===== src/rtl/cpu_pkg.sv =====
// Shared definitions for the 16-bit pipelined CPU: widths, ALU FuncCodes and
// the ID/EX stage register layout.
package cpu_pkg;

    localparam int WIDTH = 16;
    localparam int RADDR = 2;

    localparam logic [3:0] FUNC_ADD  = 4'd0;
    localparam logic [3:0] FUNC_SUB  = 4'd1;
    localparam logic [3:0] FUNC_ID_A = 4'd2;
    localparam logic [3:0] FUNC_NOT  = 4'd3;
    localparam logic [3:0] FUNC_AND  = 4'd4;
    localparam logic [3:0] FUNC_OR   = 4'd5;
    localparam logic [3:0] FUNC_BNE  = 4'd6;
    localparam logic [3:0] FUNC_BEQ  = 4'd7;
    localparam logic [3:0] FUNC_BGZ  = 4'd8;
    localparam logic [3:0] FUNC_BLZ  = 4'd9;
    localparam logic [3:0] FUNC_ID_B = 4'd10;
    localparam logic [3:0] FUNC_SHL  = 4'd12;
    localparam logic [3:0] FUNC_SHR  = 4'd13;
    localparam logic [3:0] FUNC_TCP  = 4'd14;
    localparam logic [3:0] FUNC_ZERO = 4'd15;

    typedef struct packed {
        logic             valid;
        logic [RADDR-1:0] rs1;
        logic [RADDR-1:0] rs2;
        logic             use_rs1;
        logic             use_rs2;
        logic             use_imm;
        logic [WIDTH-1:0] op1;
        logic [WIDTH-1:0] op2;
        logic [WIDTH-1:0] imm;
        logic [3:0]       func;
        logic [RADDR-1:0] rd;
        logic             reg_write;
        logic             mem_read;
        logic             is_branch;
    } idex_t;

    // Reset and flush both leave the stage holding this bubble.
    function automatic idex_t idex_bubble();
        idex_t b;
        b      = '0;
        b.func = FUNC_ZERO;
        return b;
    endfunction

endpackage


===== src/rtl/id_ex_stage_fwd_mux.sv =====
// Operand forwarding select: EX/MEM result, else MEM/WB result, else the
// value captured in the ID/EX register.
module fwd_mux
    import cpu_pkg::*;
(
    input  logic [RADDR-1:0] i_src,
    input  logic             i_use,
    input  logic [WIDTH-1:0] i_reg_data,
    input  logic             i_exmem_valid,
    input  logic             i_exmem_reg_write,
    input  logic [RADDR-1:0] i_exmem_rd,
    input  logic [WIDTH-1:0] i_exmem_data,
    input  logic             i_memwb_valid,
    input  logic             i_memwb_reg_write,
    input  logic [RADDR-1:0] i_memwb_rd,
    input  logic [WIDTH-1:0] i_memwb_data,
    output logic [WIDTH-1:0] o_fwd
);

    logic w_exmem_hit;
    logic w_memwb_hit;

    assign w_exmem_hit = i_use & i_exmem_valid & i_exmem_reg_write & (i_exmem_rd == i_src);
    assign w_memwb_hit = i_use & i_memwb_valid & i_memwb_reg_write & (i_memwb_rd == i_src);

    // EX/MEM is the younger producer, so it takes priority.
    always_comb begin
        o_fwd = i_reg_data;
        if (w_exmem_hit)
            o_fwd = i_exmem_data;
        else if (w_memwb_hit)
            o_fwd = i_memwb_data;
    end

endmodule


===== src/rtl/id_ex_stage.sv =====
// ID/EX pipeline register with EX/MEM and MEM/WB operand forwarding and
// load-use hazard detection for the hazard controller.
module id_ex_stage
    import cpu_pkg::*;
(
    input  logic             clk,
    input  logic             reset,
    input  logic             in_valid,
    input  logic             in_use_rs1,
    input  logic             in_use_rs2,
    input  logic             in_use_imm,
    input  logic             in_reg_write,
    input  logic             in_mem_read,
    input  logic             in_is_branch,
    input  logic [RADDR-1:0] in_rs1,
    input  logic [RADDR-1:0] in_rs2,
    input  logic [RADDR-1:0] in_rd,
    input  logic [WIDTH-1:0] in_rs1_data,
    input  logic [WIDTH-1:0] in_rs2_data,
    input  logic [WIDTH-1:0] in_imm,
    input  logic [3:0]       in_func,
    input  logic             stall,
    input  logic             flush,
    input  logic             exmem_valid,
    input  logic             exmem_reg_write,
    input  logic [RADDR-1:0] exmem_rd,
    input  logic [WIDTH-1:0] exmem_data,
    input  logic             memwb_valid,
    input  logic             memwb_reg_write,
    input  logic [RADDR-1:0] memwb_rd,
    input  logic [WIDTH-1:0] memwb_data,
    output logic [WIDTH-1:0] alu_a,
    output logic [WIDTH-1:0] alu_b,
    output logic [3:0]       alu_func,
    output logic             ex_valid,
    output logic             ex_reg_write,
    output logic             ex_mem_read,
    output logic             ex_is_branch,
    output logic [RADDR-1:0] ex_rd,
    output logic             load_use_hazard
);

    idex_t            r_stage;
    logic [WIDTH-1:0] w_fwd1;
    logic [WIDTH-1:0] w_fwd2;
    logic             w_rs1_dep;
    logic             w_rs2_dep;

    fwd_mux u_fwd1 (
        .i_src             (r_stage.rs1),
        .i_use             (r_stage.use_rs1),
        .i_reg_data        (r_stage.op1),
        .i_exmem_valid     (exmem_valid),
        .i_exmem_reg_write (exmem_reg_write),
        .i_exmem_rd        (exmem_rd),
        .i_exmem_data      (exmem_data),
        .i_memwb_valid     (memwb_valid),
        .i_memwb_reg_write (memwb_reg_write),
        .i_memwb_rd        (memwb_rd),
        .i_memwb_data      (memwb_data),
        .o_fwd             (w_fwd1)
    );

    fwd_mux u_fwd2 (
        .i_src             (r_stage.rs2),
        .i_use             (r_stage.use_rs2),
        .i_reg_data        (r_stage.op2),
        .i_exmem_valid     (exmem_valid),
        .i_exmem_reg_write (exmem_reg_write),
        .i_exmem_rd        (exmem_rd),
        .i_exmem_data      (exmem_data),
        .i_memwb_valid     (memwb_valid),
        .i_memwb_reg_write (memwb_reg_write),
        .i_memwb_rd        (memwb_rd),
        .i_memwb_data      (memwb_data),
        .o_fwd             (w_fwd2)
    );

    always_ff @(posedge clk) begin
        if (reset || flush) begin
            r_stage <= idex_bubble();
        end else if (stall) begin
            // Re-capture forwarded operands so a producer retiring mid-stall is kept.
            r_stage.op1 <= w_fwd1;
            r_stage.op2 <= w_fwd2;
        end else begin
            r_stage.valid     <= in_valid;
            r_stage.rs1       <= in_rs1;
            r_stage.rs2       <= in_rs2;
            r_stage.use_rs1   <= in_use_rs1;
            r_stage.use_rs2   <= in_use_rs2;
            r_stage.use_imm   <= in_use_imm;
            r_stage.op1       <= in_rs1_data;
            r_stage.op2       <= in_rs2_data;
            r_stage.imm       <= in_imm;
            r_stage.func      <= in_func;
            r_stage.rd        <= in_rd;
            r_stage.reg_write <= in_reg_write;
            r_stage.mem_read  <= in_mem_read;
            r_stage.is_branch <= in_is_branch;
        end
    end

    assign alu_a    = w_fwd1;
    assign alu_b    = r_stage.use_imm ? r_stage.imm : w_fwd2;
    assign alu_func = r_stage.valid ? r_stage.func : FUNC_ZERO;

    assign ex_valid     = r_stage.valid;
    assign ex_reg_write = r_stage.reg_write;
    assign ex_mem_read  = r_stage.mem_read;
    assign ex_is_branch = r_stage.is_branch;
    assign ex_rd        = r_stage.rd;

    assign w_rs1_dep = in_use_rs1 & (in_rs1 == r_stage.rd);
    assign w_rs2_dep = in_use_rs2 & (in_rs2 == r_stage.rd);

    assign load_use_hazard = r_stage.valid & r_stage.mem_read & r_stage.reg_write
                           & in_valid & (w_rs1_dep | w_rs2_dep);

endmodule


===== config.mk =====
export PLATFORM = sky130hd
export DESIGN_NAME = id_ex_stage
export DESIGN_NICKNAME = d
export VERILOG_FILES = /design/src/rtl/cpu_pkg.sv /design/src/rtl/id_ex_stage_fwd_mux.sv /design/src/rtl/id_ex_stage.sv
export SDC_FILE = /design/constraint.sdc
export NUM_CORES = 1
export LEC_CHECK = 0
export BUFFER_PORTS_ARGS = -buffer_cell sky130_fd_sc_hd__buf_2
export CORE_UTILIZATION = 45
export CTS_CLUSTER_DIAMETER = 100
export CTS_CLUSTER_SIZE = 40
export DETAILED_ROUTE_END_ITERATION = 7
export PLACE_DENSITY = 0.75
export SETUP_SLACK_MARGIN = 0.15
export SYNTH_ARGS = -nofsm -noshare
export SYNTH_HDL_FRONTEND = slang
export SYNTH_HIERARCHICAL = 1
export SYNTH_SLANG_ARGS = --single-unit

===== constraint.sdc =====
create_clock -name clk -period 2 [get_ports clk]
set_clock_uncertainty 0.1 [all_clocks]
set_input_delay 0.1 -clock clk [delete_from_list [all_inputs] [get_ports clk]]
set_output_delay 0.1 -clock clk [all_outputs]
set_load 0.05 [all_outputs]

Yosys cells after proc, flatten, opt, wreduce, memory -nomap -nowiden
Cells that the tools add are included.
Widths: inputs -> output; s select.
- register bits: 65
- input port bits: 109
- output and inout bits: 43
- word-level logic and storage cells: 47
- equal/unequal tests: 6
- mux-type cells: 7
- bitwise gates (word level): 19
- reductions and logical operators: 1
- operators by type and width (kind ; count):
    $mux 16 ; 5
    $mux 32 ; 1
    $and 1x1->1 ; 18
    $eq 2x2->1 ; 6
    $mux 4 ; 1
    $logic_or 1x1->1 ; 1
    $or 1x1->1 ; 1

Depth between registers and ports, before layout
Gate-level depths: netlist of run 1.
- depth after elaboration: 6
- depth in mapped cells: 7
- depth with buffers taken out: 5

Hierarchy
Netlist of run 1, hierarchy kept.
- modules (own cells, without submodules) (module ; instances ; cells an instance ; area each (um^2) ; sequential area each (um^2)):
    id_ex_stage ; 1 ; 243 ; 2625.0 ; 1301.2
    fwd_mux ; 2 ; 86 ; 648.1 ; 0.0

Worst setup path after synthesis of run 1
OpenSTA, ideal clock, no wires.
- path kind: register to register
- start point: register r_stage[62] (netlist name)
- end point: register r_stage[55] (netlist name)
- library setup time: 0.069 ns
- data arrival time: 2.266 ns
- data required time: 1.831 ns
- path slack: -0.434 ns
- cell stages (with the launch flop): 7
- path buffers: 1
- period minus slack after synthesis: 2.434 ns
- cell sequence: dfxtp_1 -> xor2_2 -> or3_1 -> buf_6 -> a31oi_1 -> mux2i_1 -> nor2_1
- longest elaborated chain between the ends: 5
- elaborated cells on any way between the ends: 7
- those cells by class: eq/ne (2); mux (3); bitwise (2)
- ends and longest elaborated chain (item ; line ; source):
    start, declared ; id_ex_stage.sv:43 ; idex_t r_stage;
    start signal, assigned ; id_ex_stage.sv:81 ; r_stage <= idex_bubble();
    $eq 2x2->1 ; id_ex_stage_fwd_mux.sv:24 ; assign w_memwb_hit = i_use & i_memwb_valid & i_memwb_reg_write & (i_memwb_rd == i_src);
    $and 1x1->1 ; id_ex_stage_fwd_mux.sv:24 ;
    $mux 16 ; id_ex_stage_fwd_mux.sv:31 ; else if (w_memwb_hit)
    $mux 16 (*) ; id_ex_stage_fwd_mux.sv:29 ; if (w_exmem_hit)
    net alu_a[14] ; id_ex_stage.sv:32 ; output logic [WIDTH-1:0] alu_a,
    $mux 32 (*) ; id_ex_stage.sv:82 ; end else if (stall) begin
Mark *: on every way through the listed nets, which the timed path passes. The rest lies on a longest branch.
A chain may end at the register's enable or synchronous reset.

Final worst setup path of run 1
- start point: register r_stage[60] (netlist name)
- end point: output alu_b[3]
- longest elaborated chain between the ends: 5
- elaborated cells on any way between the ends: 7
- those cells by class: eq/ne (2); mux (3); bitwise (2)
- ends and longest elaborated chain (item ; line ; source):
    $eq 2x2->1 ; id_ex_stage_fwd_mux.sv:24 ;
    $and 1x1->1 ; id_ex_stage_fwd_mux.sv:24 ;
    $mux 16 ; id_ex_stage_fwd_mux.sv:31 ;
    $mux 16 (*) ; id_ex_stage_fwd_mux.sv:29 ;
    net w_fwd2[3] ; id_ex_stage.sv:45 ; logic [WIDTH-1:0] w_fwd2;
    $mux 16 (*) ; id_ex_stage.sv:105 ; assign alu_b = r_stage.use_imm ? r_stage.imm : w_fwd2;
    end, declared ; id_ex_stage.sv:33 ; output logic [WIDTH-1:0] alu_b,
Marks and branches as above.

==> results_dict.tcl, run 1 <==
set metrics [dict create \
    worst_slack_ns -0.322 \
    synthAdderAreaFrac 0 \
    clockRootBuffer "clkbuf_8" \
    final_cell_mix "118 x buf_2, 69 x dlygate4sd3_1, 65 x mux2i_1" \
    setup_violations 32 \
    ys_types 24 \
    hold_start "exmem_data[6]" \
    boundaryPins 152 \
    fin_area_mm2 0.00702 \
    slew_headroom 0.638 \
    met3_usage 0.0781 \
    die_h_um 95.4 \
    rows 33 \
    grt_pass1_vias 4623 \
    grt_use_met2 0.569 \
    via_count 4566 \
    busiest_layer "met2" \
    finalCriticalPeriod_ns 2.32 \
    die_area_mm2 0.00909 \
    slew_viol_final 0 \
    p_leak_nw 2.73 \
    drtPass1Iterations 5 \
    powerDensity_mw_per_mm2 532 \
    drc 0 \
    finalHoldViolCount 0 \
    grt_pass1_wl_um 23300 \
    synthesis.area_mm2 0.00392 \
    dpl.hpwl_um 8700 \
    wl_per_cell_um 21.4 \
    stdcell_count 749 \
    synth.net_count 524 \
    crit_path_max_fanout 5 \
    endpoint_kind "output port" \
    hold_slack_ns 0.186 \
    insertion_delay_ns 0.35 \
    worst-slew-pin-transition_ns 0.542 \
    arrival_ns 2.12 \
    hp-class "input port to flip-flop" \
    syn_area_per_cell_um2 9.45 \
    synth-compound-area-share 0.146 \
    post-route-period-util 1.16 \
    r2r-end "r_stage[49]" \
    use_met1 0.396 \
    fin_setup_tns_ns -6.62 \
    cts_sinks 65 \
    critical_path_class "flip-flop to output port" \
    hold_end "r_stage[31]" \
    yosysWarnings 6 \
    cts_buffer_depth 2 \
    final_common_cell "buf_2" \
    status "finished, violations left" \
    grtUsageTotal 0.339 \
    post_dp_cell_area_mm2 0.00494 \
    postRouteAntennaNets 0 \
    wl_um 16000 \
    avgViaCountPerCell 6.10 \
    grt-ovfl-total 0 \
    synth_cells 415 \
    antenna_found_initial 0 \
    ys_ff_latch 65 \
    h-tree-depth 3 \
    ys_seq_area_frac 0.332 \
    rrSetupSlack_ns 0.11 \
    synthMuxAreaShare 0.212 \
    r2r_cells 8 \
    min_path_cells 5 \
    layout-drive-gt1-share 0.488 \
    die_w_um 95.4 \
    rsz0062_at_grt "yes" \
    globalplace.congestion 0.848 \
    synth-simple-area-share 0.189 \
    core-area_mm2 0.00834 \
    cts_tree "done" \
    fin_nets 747 \
    clkSlewWorstSetupHoldPaths_ns 0.09 \
    drtIter0Drc 343 \
    grt_max_degree 66 \
    cts_buffers 9 \
    fmax_ghz 0.431 \
    start_util 0.470 \
    violations "setup timing" \
    dp_cells 652 \
    max-cap-violations 0 \
    start_kind "flip-flop" \
    ir_drop_mv 0.395 \
    synth_top_family_by_area "multiplexers" \
    synthXorXnorAreaFrac 0.0472 \
    required_ns 1.80 \
    r2r_start "r_stage[62]" \
    area_growth_pct 79.1 \
    portBuffers 151 \
]
-- report_power, final --
group | switching [W] | internal [W]
Sequential | 0.0000293 | 0.00134
Clock | 0.000591 | 0.000754
Combinational | 0.000571 | 0.000457
Total | 0.00119 | 0.00255
-- metal layers --
layer	wire length (µm)	part of all wire
met1	6010	0.37
met2	7980	0.50
met3	1220	0.076
met4	824	0.051
met5	0	0
-- state kept, by name, summed over array words and instances, names as in the netlist --
register / cells
ex_is_branch: 1
ex_mem_read: 1
ex_rd: 2
ex_reg_write: 1
ex_valid: 1
r_stage: 59
-- worst max-delay path by stage --
stage                            from  cells past startpoint     endpoint
after floorplan           r_stage[59]                      7  r_stage[55]
after global placement    r_stage[60]                      5    alu_b[13]
after detailed placement  r_stage[60]                      5     alu_b[5]
after CTS                 r_stage[60]                      7    alu_b[10]
after global routing      r_stage[60]                      7     alu_b[0]
final                     r_stage[60]                      7     alu_b[3]
-- stage by stage --
step / util / setup slack, ns / total power (W)
floorplan: - / 0.0314 / 0.00184
global placement: 0.593 / -0.310 / 0.00206
detailed placement: 0.593 / -0.383 / 0.00208
CTS: 0.805 / -0.260 / 0.00364
global route: 0.842 / -0.347 / 0.00386
finish: 0.842 / -0.322 / 0.00374
-- critical path, stage by stage (launching register included) --
cell and delay (ns):
dfxtp_4 0.37, buf_6 0.13, xor2_2 0.19, or3_4 0.39, buf_8 0.16, a31oi_2 0.19
mux2_4 0.20, buf_8 0.14
-- timing repair --
item | CTS | global route
buffers inserted | 5 | 4
pin swaps | 12 | 8
setup endpoints to repair | 64 | 48
resized for setup | 157 | 46
hold buffers | 69 | 0
hold endpoints to repair | 65 | 0
gates cloned | 2 | 0
-- logic make-up after synthesis --
| kind of cell | Yosys count |
|---|---|
| AND/OR/NAND/NOR | 146 |
| multiplexers | 81 |
| AO/OA/AOI/OAI | 65 |
| flip-flops | 65 |
| buffers and inverters | 42 |
| XOR/XNOR | 16 |
-- layout make-up --
class                           count  area (µm²)
Fill cell                         421        1320
Antenna cell                        1        2.50
Clock inverter                      6        95.1
Tap cell                          105         131
Clock buffer                       10         138
Timing Repair Buffer              254        2130
Multi-Input combinational cell    308        3210
Sequential cell                    65        1310
-- synth_stat cells --
cell	instances	area share
and3_1	2	0.0032
nand3_1	6	0.0077
nand4_1	33	0.053
xnor2_1	8	0.018
a21oi_1	1	0.0013
or3_1	2	0.0032
xor2_2	6	0.025
dfxtp_1	65	0.33
xor2_1	2	0.0045
buf_4	2	0.0038
buf_6	14	0.040
a31oi_1	12	0.019
o31ai_1	32	0.061
clkbuf_1	6	0.0057
nand2_1	4	0.0038
buf_2	18	0.023
buf_1	2	0.0019
mux2_1	16	0.046
nor2_1	62	0.059
nand2b_1	4	0.0064
mux2i_1	65	0.17
or2_1	1	0.0016
nor4_1	32	0.051
a31oi_2	20	0.064
No activity file was read; power rests on OpenSTA's default activity.
==> run 2, diff against run 1 <==
--- a/config.mk
+++ b/config.mk
@@ -12,3 +12,3 @@
 export DETAILED_ROUTE_END_ITERATION = 7
-export PLACE_DENSITY = 0.75
+export PLACE_DENSITY = 0.76
 export SETUP_SLACK_MARGIN = 0.15
@@ -16,3 +16,2 @@
 export SYNTH_HDL_FRONTEND = slang
-export SYNTH_HIERARCHICAL = 1
 export SYNTH_SLANG_ARGS = --single-unit
--- a/constraint.sdc
+++ b/constraint.sdc
@@ -4,2 +4,2 @@
 set_output_delay 0.1 -clock clk [all_outputs]
-set_load 0.05 [all_outputs]
+set_load 0.005 [all_outputs]
==> results_dict.tcl, run 2 <==
set metrics [dict create \
    status "finished, violations left" \
    violations "setup timing" \
    layout-drive-gt1-share 0.464 \
    fillCellCount 407 \
    clkSlewWorstSetupHoldPaths_ns 0.09 \
    avgViaCountPerCell 5.89 \
    wl_per_cell_um 19.9 \
    die_h_um 90.6 \
    cts_buffers 9 \
    synth_cells 391 \
    path_cells "xor2_4 > nor3_4 > buf_6 > buf_12 > mux2i_4 > a21oi_2 > buf_2" \
    grt_max_degree 31 \
    p_sw_frac 0.262 \
    drtPass1Iterations 5 \
    clockPowerShare 0.401 \
    worst-slew-pin-transition_ns 0.534 \
    slew_headroom 0.644 \
    synthTopCellsByCount "65 x dfxtp_1, 65 x mux2i_1, 46 x nor2_1, 33 x a21oi_1" \
    via_count 4353 \
    cts_sinks 65 \
    final_common_cell "buf_2" \
    synth_area_leader_cell "dfxtp_1" \
    grtUsageTotal 0.312 \
    boundaryPins 152 \
    cts_tree "done" \
    core-area_mm2 0.00741 \
    synth.net_count 500 \
    insertion_delay_ns 0.34 \
    p_comb_frac 0.198 \
    synth-edff-count 0 \
    drtIter0Drc 470 \
    syn_area_per_cell_um2 9.03 \
    ys_types 23 \
    seqCellArea_mm2 0.00131 \
    post-route-period-util 1.07 \
    finalCriticalPeriod_ns 2.13 \
    num_antenna_cells 0 \
    synthesis.area_mm2 0.00353 \
    pwr-share-seq 0.401 \
    cp_top_family "buffers and inverters" \
    ys_seq_area_frac 0.369 \
    grt-ovfl-total 0 \
    wl_um 14700 \
    rrSetupSlack_ns 0.01 \
    fmax_ghz 0.469 \
    multi_input_area_mm2 0.00265 \
    power_switching_w 0.000897 \
    grt_pass1_vias 4194 \
    hp-class "input port to flip-flop" \
    final_cell_mix "151 x buf_2, 69 x dlygate4sd3_1, 60 x dfxtp_1" \
    dpl.hpwl_um 7620 \
    ys_ff_latch 65 \
    post_dp_cell_area_mm2 0.00443 \
    drc 0 \
    powerDensity_mw_per_mm2 549 \
    h-tree-depth 3 \
    p_leak_nw 2.55 \
    area_growth_pct 76.7 \
    critPathBufInv 3 \
    die_area_mm2 0.00820 \
    dp_cells 625 \
    rows 31 \
    cts_buffer_depth 2 \
    rsz0062_at_grt "yes" \
    clockRootBuffer "clkbuf_8" \
    synth-async-reset-ratio 0 \
    antenna_found_initial 0 \
    top_register "r_stage" \
    yosysWarnings 0 \
    synth.area.top_cells "dfxtp_1 37%, mux2i_1 18%, o221ai_1 7.9%" \
    required_ns 1.80 \
    start_kind "flip-flop" \
    ir_drop_mv 0.445 \
    internal-power_w 0.00253 \
    finalHoldViolCount 0 \
    globalplace.congestion 0.868 \
    setup_violations 32 \
    crit_path_max_fanout 8 \
    fin_nets 744 \
    postRouteAntennaNets 0 \
    fin_area_mm2 0.00624 \
    final_util 0.842 \
    synth_top_flop_cell "dfxtp_1" \
    max-cap-violations 0 \
    worst_slack_ns -0.132 \
    die_w_um 90.6 \
    synth_top_area_share 0.369 \
    critical_path_class "flip-flop to output port" \
    largest_reg_flops 59 \
    crit_path_max_incr_delay_ns 0.38 \
    start_util 0.476 \
    arrival_ns 1.93 \
    slew_viol_final 0 \
    endpoint_kind "output port" \
    critPathSlowestCell "dfxtp_4" \
    stdcell_count 739 \
    portBuffers 151 \
    grt_pass1_wl_um 20300 \
]
## run 2: changes by cell type in the layout (fill, tap and decap cells not counted), moves of 29 or more
cell and delta:
mux2i_4 +29, mux2i_1 -31, o221ai_1 +30, buf_2 +33
nand4_1 -32, nand3b_1 +32
## run 2: cell type report
class,count,area share
repair buffers,268,0.307
well taps,99,0.0199
clock inverters,7,0.0191
multi-input cells,291,0.424
flip-flops and latches,65,0.210
clock buffers,9,0.0199
## run 2: path summary, 6_finish.rpt
kind | from | to | cells after the start
worst min register to register | r_stage[13] | r_stage[13] | 2
worst min-delay path | memwb_data[12] | r_stage[37] | 3
worst max-delay path | r_stage[61] | alu_b[5] | 7
worst max register to register | r_stage[63] | r_stage[45] | 10
## run 2: power by group through the flow
stage | Clock, W | Combinational [W] | Sequential, W
6_report | 0.00137 | 0.000679 | 0.00137
5_1_grt | 0.00145 | 0.000718 | 0.00138
4_1_cts | 0.00137 | 0.000588 | 0.00136
3_5_place_dp | 0 | 0.000444 | 0.00139
3_3_place_gp | 0 | 0.000436 | 0.00139
2_1_floorplan | 0 | 0.000225 | 0.00138
## run 2: stage by stage
stage	setup WS, ns	total power (W)	hold slack (ns)	setup TNS (ns)
2_1_floorplan	0.323	0.00161	0.125	0
3_3_place_gp	0.373	0.00182	0.209	0
3_5_place_dp	0.335	0.00183	0.223	0
4_1_cts	-0.0339	0.00332	0.0113	-0.464
5_1_grt	-0.204	0.00354	0.0503	-4.95
6_report	-0.132	0.00342	0.0258	-2.47
## run 2: per-layer routing
metal / track usage / wire length [µm] / vias up
met5: 0 / 0 / -
met4: 0.156 / 757 / 0
met3: 0.0547 / 1100 / 85
met2: 0.549 / 7480 / 294
met1: 0.362 / 5380 / 2040
li1: - / - / 1934
## run 2: what timing repair did
action,in CTS,in global routing
setup endpoints to repair,32,35
pin swaps,20,17
gates cloned,2,0
gates resized for setup,49,72
buffers inserted,21,6
hold buffers,69,0
endpoints found under the hold margin,65,0
## run 2: cell families after synthesis
| kind of cell | after synthesis | share of synthesized area |
|---|---|---|
| AOI/OAI and AO/OA | 82 | 0.162 |
| xor gates and xnor gates | 12 | 0.0298 |
| buffers and inverters | 35 | 0.0482 |
| and+or+nand+nor | 132 | 0.207 |
| DFF | 65 | 0.369 |
| muxes | 65 | 0.184 |
## run 2: tightest hold or removal path: cells and delay by family
family          cells  cell delay [ns]
mux                 1             0.08
compound gates      1             0.13
buf+inv             1             0.12
==> run 3, diff against run 2 <==
CELL_PAD_IN_SITES_DETAIL_PLACEMENT = 1   (was default)
CELL_PAD_IN_SITES_GLOBAL_PLACEMENT = 1   (was default)
CORE_UTILIZATION = 35   (was 45)
PLACE_DENSITY = default   (was 0.76)
PLACE_DENSITY_LB_ADDON = 0.1   (was default)
==> results_dict.tcl, run 3 (synthesized netlist as in run 2, its figures left out) <==
set metrics [dict create \
    status "finished, violations left" \
    violations "setup timing" \
    wl_per_cell_um 19.0 \
    clkSlewWorstSetupHoldPaths_ns 0.08 \
    critical_path_class "flip-flop to output port" \
    hp-class "input port to flip-flop" \
    avgViaCountPerCell 5.25 \
    arrival_ns 1.90 \
    h-tree-depth 3 \
    portBuffers 151 \
    die_area_mm2 0.0105 \
    top_register "r_stage" \
    cp_top_family "buffers and inverters" \
    drtIter0Drc 80 \
    insertion_delay_ns 0.34 \
    final_cell_mix "150 x buf_2, 71 x dlygate4sd3_1, 62 x dfxtp_1" \
    fin_area_mm2 0.00609 \
    core-area_mm2 0.00977 \
    slew_viol_final 0 \
    finalCriticalPeriod_ns 2.10 \
    crit_path_max_incr_delay_ns 0.38 \
    grtUsageTotal 0.277 \
    post-place-ws_ns 0.312 \
    drc 0 \
    via_count 4083 \
    stdcell_count 777 \
    die_w_um 102 \
    rsz0062_at_grt "yes" \
    boundaryPins 152 \
    fin_nets 748 \
    final_common_cell "buf_2" \
    start_util 0.361 \
    fin_setup_tns_ns -2.27 \
    p_leak_nw 2.53 \
    critPathBufInv 3 \
    postRouteAntennaNets 0 \
    seqCellArea_mm2 0.00131 \
    cts_tree "done" \
    required_ns 1.80 \
    grt-ovfl-total 0 \
    powerDensity_mw_per_mm2 547 \
    layout-drive-gt1-share 0.425 \
    max-cap-violations 0 \
    wl_um 14800 \
    cts_buffer_depth 2 \
    ir_drop_mv 0.339 \
    finalHoldViolCount 0 \
    path_cells "xor2_4 > nor3_4 > buf_12 > buf_16 > mux2i_4 > a21oi_2 > buf_2" \
    rrSetupSlack_ns -0.06 \
    post-route-period-util 1.05 \
    endpoint_kind "output port" \
    grt_pass1_wl_um 21900 \
    rows 36 \
    critPathSlowestCell "dfxtp_4" \
    area_growth_pct 72.7 \
    multi_input_area_mm2 0.00244 \
    start_kind "flip-flop" \
    antenna_found_initial 0 \
    num_antenna_cells 0 \
    cts_buffers 9 \
    fillCellCount 1115 \
    dpl.hpwl_um 8800 \
    globalplace.congestion 0.853 \
    largest_reg_flops 59 \
    crit_path_max_fanout 8 \
    grt_pass1_vias 4243 \
    power_w 0.00334 \
    grt_max_degree 33 \
    setup_violations 33 \
    drtPass1Iterations 4 \
    cts_sinks 65 \
    worst_slack_ns -0.104 \
    clockRootBuffer "clkbuf_8" \
    slew_headroom 0.614 \
    post_dp_cell_area_mm2 0.00450 \
    dp_cells 661 \
    die_h_um 102 \
    fmax_ghz 0.475 \
    worst-slew-pin-transition_ns 0.579 \
]
run 3: cell count changes in the layout (fill, tap and decap cells not counted), sizes merged:
| cell | previous run | this run |
|---|---|---|
| buf | 199 | 201 |
| bufinv | 3 | 2 |
| clkbuf | 9 | 11 |
| clkinvlp | 2 | 1 |
| dlygate4sd3 | 69 | 71 |
run 3: final cells by class:
| class | instances | share of cell area |
|---|---|---|
| multi-input combinational | 291 | 0.400 |
| timing repair buffer | 272 | 0.321 |
| sequential | 65 | 0.215 |
| tap | 133 | 0.0273 |
| clock buffer | 11 | 0.0248 |
| clock inverter | 5 | 0.0127 |
run 3: path summary, 6_finish.rpt:
path / startpoint / endpoint / cells past startpoint
worst min-delay path: memwb_data[13] / r_stage[38] / 3
worst max-delay path: r_stage[63] / alu_a[14] / 7
worst max register to register: r_stage[63] / r_stage[56] / 10
worst min register to register: r_stage[22] / r_stage[22] / 2
run 3: what timing repair did:
| action | in CTS | in global routing |
|---|---|---|
| setup endpoints to repair | 32 | 38 |
| gates cloned | 1 | 0 |
| hold buffers | 71 | 0 |
| pin swaps | 18 | 4 |
| setup buffers | 21 | 7 |
| resized for setup | 32 | 48 |
| hold endpoints to repair | 65 | 0 |
run 3: per-stage QoR:
stage	utilization	hold WS [ns]
floorplan	-	0.125
global placement	0.460	0.210
detailed placement	0.460	0.219
CTS	0.592	0.00375
global route	0.624	0.0404
finish	0.624	0.0280
run 3: metal layers:
metal,vias up,track usage,share of wire
met1,1978,0.343,0.42
met3,29,0.0554,0.051
li1,1944,-,-
met5,-,0,0
met4,0,0.111,0.021
met2,132,0.469,0.51
run 3: where the power goes:
group / internal (W) / switching, W
logic: 0.000361 / 0.000299
clock network: 0.000766 / 0.000543
registers: 0.00134 / 0.0000302
total: 0.00246 / 0.000872
run 3: tightest hold or removal path, delay by kind of cell:
family	cells	cell delay (ns)
muxes	1	0.08
buffers and inverters	1	0.12
AOI/OAI and AO/OA	1	0.14
